File: config.mk
export PLATFORM = sky130hd
export DESIGN_NAME = mem_access_ctrl
export DESIGN_NICKNAME = d
export VERILOG_FILES = /design/src/rtl/mem_access_pkg.sv /design/src/rtl/mem_access_addr_check.sv /design/src/rtl/mem_access_ctrl.sv
export SDC_FILE = /design/constraint.sdc
export NUM_CORES = 1
export LEC_CHECK = 0
export CORE_UTILIZATION = 41
export CTS_BUF_LIST = sky130_fd_sc_hd__clkbuf_16
export CTS_CLUSTER_DIAMETER = 40
export DETAILED_ROUTE_END_ITERATION = 10
export PLACE_DENSITY = 0.85
export SLEW_MARGIN = 20
export SYNTH_ARGS = -nofsm -noshare
export SYNTH_HDL_FRONTEND = slang
export SYNTH_SLANG_ARGS = --single-unit
File: constraint.sdc
create_clock -name clock -period 5.8 [get_ports clock]
set_clock_uncertainty 0.05 [all_clocks]
set_input_delay 0.58 -clock clock [delete_from_list [all_inputs] [get_ports clock]]
set_output_delay 0.58 -clock clock [all_outputs]
set_load 0.01 [all_outputs]
File: src/rtl/mem_access_pkg.sv
// Shared types and default sizing for the load/store memory access controller.
// Used by mem_access_ctrl and mem_access_addr_check.
package mem_access_pkg;

  localparam int unsigned DEF_MEM_DEPTH = 10;
  localparam int unsigned DEF_DATA_W    = 16;
  localparam int unsigned DEF_ADDR_W    = 8;
  localparam int unsigned STAT_W        = 16;

  typedef enum logic [2:0] {
    ST_IDLE,
    ST_WRITE,
    ST_READ,
    ST_CAPTURE,
    ST_RESP
  } state_t;

  // Saturating increment: a counter that has reached all-ones stays there.
  function automatic logic [STAT_W-1:0] sat_inc(input logic [STAT_W-1:0] v);
    return (&v) ? v : v + STAT_W'(1);
  endfunction

endpackage

File: src/rtl/mem_access_addr_check.sv
// Effective-address adder and bounds check for one load/store request.
// The offset is two's complement, so a plain modulo-2^ADDR_W add gives the wrapped address.
module mem_access_addr_check
  import mem_access_pkg::*;
#(
  parameter int unsigned MEM_DEPTH = DEF_MEM_DEPTH,
  parameter int unsigned ADDR_W    = DEF_ADDR_W
) (
  input  logic [ADDR_W-1:0] base,
  input  logic [ADDR_W-1:0] offset,
  output logic [ADDR_W-1:0] ea,
  output logic              fault
);

  localparam logic [ADDR_W:0] DEPTH = (ADDR_W+1)'(MEM_DEPTH);

  assign ea    = base + offset;
  assign fault = ({1'b0, ea} >= DEPTH);

endmodule

File: src/rtl/mem_access_ctrl.sv
// Initiator-side load/store controller driving a registered data memory.
// Optional statistics counters are built when MEM_ACCESS_STATS_EN is defined.
module mem_access_ctrl
  import mem_access_pkg::*;
#(
  parameter int unsigned MEM_DEPTH = DEF_MEM_DEPTH,
  parameter int unsigned DATA_W    = DEF_DATA_W,
  parameter int unsigned ADDR_W    = DEF_ADDR_W
) (
  input  logic              clock,
  input  logic              reset,
  input  logic              req_valid,
  output logic              req_ready,
  input  logic              req_is_store,
  input  logic [ADDR_W-1:0] req_base,
  input  logic [ADDR_W-1:0] req_offset,
  input  logic [DATA_W-1:0] req_wdata,
  output logic              rsp_valid,
  input  logic              rsp_ready,
  output logic [DATA_W-1:0] rsp_data,
  output logic              rsp_fault,
  output logic              mem_read,
  output logic              mem_write,
  output logic [ADDR_W-1:0] addr,
  output logic [DATA_W-1:0] sw_value,
  input  logic [DATA_W-1:0] lw_value,
  output logic [15:0]       stat_loads,
  output logic [15:0]       stat_stores,
  output logic [15:0]       stat_faults
);

  state_t            state;
  state_t            next_state;
  logic [ADDR_W-1:0] ea;
  logic              fault;
  logic              accept;

  mem_access_addr_check #(
    .MEM_DEPTH (MEM_DEPTH),
    .ADDR_W    (ADDR_W)
  ) u_addr_check (
    .base   (req_base),
    .offset (req_offset),
    .ea     (ea),
    .fault  (fault)
  );

  assign accept = (state == ST_IDLE) && req_valid;

  always_ff @(posedge clock or posedge reset) begin
    if (reset) state <= ST_IDLE;
    else       state <= next_state;
  end

  always_comb begin
    next_state = state;
    case (state)
      ST_IDLE: begin
        if (req_valid) begin
          if (fault)             next_state = ST_RESP;
          else if (req_is_store) next_state = ST_WRITE;
          else                   next_state = ST_READ;
        end
      end
      ST_WRITE:   next_state = ST_RESP;
      ST_READ:    next_state = ST_CAPTURE;
      ST_CAPTURE: next_state = ST_RESP;
      ST_RESP:    if (rsp_ready) next_state = ST_IDLE;
      default:    next_state = ST_IDLE;
    endcase
  end

  always_comb begin
    req_ready = (state == ST_IDLE);
    rsp_valid = (state == ST_RESP);
  end

  // Strobes are registered from next_state so the memory sees flop outputs
  // that line up exactly with the WRITE/READ states.
  always_ff @(posedge clock or posedge reset) begin
    if (reset) begin
      mem_read  <= 1'b0;
      mem_write <= 1'b0;
      addr      <= '0;
      sw_value  <= '0;
      rsp_data  <= '0;
      rsp_fault <= 1'b0;
    end else begin
      mem_write <= (next_state == ST_WRITE);
      mem_read  <= (next_state == ST_READ);
      if (accept) begin
        rsp_fault <= fault;
        rsp_data  <= '0;
        if (!fault) begin
          addr <= ea;
          if (req_is_store) sw_value <= req_wdata;
        end
      end
      if (state == ST_CAPTURE) rsp_data <= lw_value;
    end
  end

`ifdef MEM_ACCESS_STATS_EN
  logic              is_store_q;
  logic [STAT_W-1:0] loads_q;
  logic [STAT_W-1:0] stores_q;
  logic [STAT_W-1:0] faults_q;
  logic              rsp_done;

  assign rsp_done = (state == ST_RESP) && rsp_ready;

  // Counters advance only when the consumer takes the response.
  always_ff @(posedge clock or posedge reset) begin
    if (reset) begin
      is_store_q <= 1'b0;
      loads_q    <= '0;
      stores_q   <= '0;
      faults_q   <= '0;
    end else begin
      if (accept) is_store_q <= req_is_store;
      if (rsp_done) begin
        if (rsp_fault)       faults_q <= sat_inc(faults_q);
        else if (is_store_q) stores_q <= sat_inc(stores_q);
        else                 loads_q  <= sat_inc(loads_q);
      end
    end
  end

  assign stat_loads  = loads_q;
  assign stat_stores = stores_q;
  assign stat_faults = faults_q;
`else
  assign stat_loads  = '0;
  assign stat_stores = '0;
  assign stat_faults = '0;
`endif

endmodule

==> metrics <==
Die Span Y=about 81 um; Synth async-reset ratio=100%; FMAX=between 200 and 300 MHz; Hold Path Class=flop to flop; Setup Fix Bufs, Post-CTS=0; clk slew on worst S/H paths=0.06 ns; Initial DRC Count=81; Flop pwr share=between 30% and 40%; uppermost routed layer=met4; crit-path max FO=17; CP Capture Type=flop; CORE AREA=about 6000 um^2; layout net count=380; Vias/cell=~4.8; Post-CTS Hold Fix Bufs=0; final non-filler cell total=395; Final Hold Viols=0; count leader, synth=buf_4; Yosys top cell by area=dfrtp_1; Die Wd=between 80 and 90 um; Worst Path Arrival=3.96 ns; RSZ-0062 raised after global routing=no; net load switching power=roughly 0.28 mW; maxcap violations=0; sequential-to-total area share from yosys stat=45.0%; Ys Warns=0; drt pass-1 iters=4; CTS tree=done; fillers=slightly below 500; Starting Density=~43%; Power Dens Cells=295 nW/um^2; IO buf count=between 90 and 100; total CTS buffers=5; count of final setup violators=0; Post-synth EDFFs=0; fin crit share=66.3%; cells after synthesis=around 230; cts repair resizes=0; vias=roughly 1900; met1 WL=between 2000 and 2500 um; Total Die Area=6550 um^2; WL met3=roughly 350 um; diode count=0; GP Congestion=0.845; GR Overflow Total=0; Slew Viols, Final=0; clock power share=approximately 30%; share of the synthesized area in the top cell type=between 40% and 50%; Critical Path Start Type=input pin; synth cell count leaders=buf_4, dfrtp_1, a22o_1; multi-input logic area=between 1000 and 1500 um^2; Clock Path Buffers=2; peak supply drop=roughly 0.23 mV; vias in the first global route=roughly 1800; layout overhead on the synthesized area=38.5%; register area=between 1000 and 1500 um^2; first-pass GRT wire length=approximately 8300 um; Period minus WS final=between 3 and 4 ns; Final ANT Viol Nets=0; Routed WL=between 5000 and 6000 um; initial antenna violation count=0; clock latency on the worst-skew pair=~0.28 ns; hpwl dp=approximately 4200 um; Setup Crit Path Kind=input pin to flop; H-tree Lvls=2; I/O pin count=146; setup_tns=0 ns; Mean Syn Cell Area=11.4 um^2; FF+latch count, synth=46; Most used DFF post-synth=dfrtp_1; reg2reg setup slack=roughly 3.3 ns; Netlist Area Pre-Place=2560 um^2; average wire per standard cell=between 10 and 15 um; root buffer cell=clkbuf_16; total track usage=between 15 and 20%; outcome=finished, final reports clean; placed insts=slightly below 400; top post-synthesis cells by area=dfrtp_1, buf_4, a22o_1; largest net degree at the start of global routing=47; Sw Share=between 20 and 30%; Worst-Margin Slew=between 0.9 and 1 ns; relative max-transition margin=around 38%; synth unique cells=around 40; leak pwr=approximately 1.7 nW; Cell Int Power=around 0.76 mW; WL met2=roughly 3000 um; Std-Cell Rows=28; final core occ=between 50% and 60%; clk sinks=46; share of post-route cells with drive strength above 1=between 10 and 15%; number of remaining DRC errors=0; Combinational Power Share=31.6%; Worst EP required=5.91 ns
## layout by cell type (no fill, tap or decap), types with 2 or more instances in the layout
| cell | n |
|---|---|
| a211oi_1 | 4 |
| a21oi_1 | 5 |
| a22o_1 | 17 |
| clkbuf_16 | 5 |
| clkdlybuf4s50_1 | 97 |
| conb_1 | 48 |
| dfrtp_1 | 46 |
| ha_1 | 7 |
| inv_1 | 8 |
| mux2_2 | 10 |
| mux2_4 | 9 |
| nand2_1 | 7 |
| nor2_1 | 10 |
| nor2b_1 | 5 |
| nor3_1 | 5 |
| nor4_1 | 3 |
| o21ai_0 | 6 |
| o31ai_1 | 2 |
| or3_1 | 2 |
| or4_1 | 2 |
| xnor2_1 | 2 |
## routing by layer
metal,vias to the layer above,track usage (%)
met4,0,5.89
li1,882,-
met2,78,29.8
met1,924,19.2
met3,8,3.03
met5,-,0
## worst max-delay path, cell delays in order
cell	delay (ns)
clkdlybuf4s50_1	0.40
ha_1	0.25
fa_1	0.51
a211oi_1	0.33
o21ai_0	0.19
a211oi_1	0.26
o31ai_1	0.17
or4_1	0.83
mux2_4	0.44
## power by group through the flow
stage          Clock (mW)  Combinational, mW  Sequential (mW)
3_5_place_dp            0              0.330            0.407
5_1_grt             0.333              0.355            0.408
6_report            0.311              0.329            0.402
2_1_floorplan           0              0.162            0.426
3_3_place_gp            0              0.320            0.405
4_1_cts             0.317              0.332            0.403
## cell type report
| type | instances | share of cell area (%) |
|---|---|---|
| Clock buffer | 5 | 3.53 |
| Inverter | 7 | 0.742 |
| Sequential cell | 46 | 32.5 |
| Multi-Input combinational cell | 162 | 32.1 |
| Clock inverter | 3 | 1.06 |
| Tap cell | 75 | 2.65 |
| Timing Repair Buffer | 97 | 27.4 |
## registers in the layout, summed over array words and instances (netlist names)
name	flops
state	3
sw_value	16
mem_read	1
rsp_data	16
addr	8
mem_write	1
rsp_fault	1
## through the flow
step                hold WS [ns]  cell area [um^2]  power [mW]  worst slack [ns]
floorplan                  0.477              2730       0.588              2.56
global placement           0.433              3370       0.725              1.80
detailed placement         0.432              3370       0.737              1.68
CTS                        0.453              3540        1.05              1.96
global route               0.468              3540        1.10              1.75
finish                     0.451              3540        1.04              1.95
## cell families after synthesis
family / after synthesis / share of synthesized area (%)
buf+inv: 64 / 17.6
flops: 46 / 45.0
simple gates: 42 / 9.06
compound gates: 41 / 12.9
mux: 20 / 10.1
fa+ha+maj: 8 / 4.21
xor+xnor: 3 / 1.03
other cells: 1 / 0.147
## final timing paths
kind	start	to	depth (start not counted)
worst max-delay path	req_base[0]	sw_value[3]	9
worst min-delay path	addr[7]	addr[7]	1
worst max register to register	state[2]	sw_value[3]	5
worst min register to register	addr[7]	addr[7]	1
max in group asynchronous	reset	addr[2]	2
min in group asynchronous	reset	rsp_data[13]	2
(Power assumes the default switching activity.)
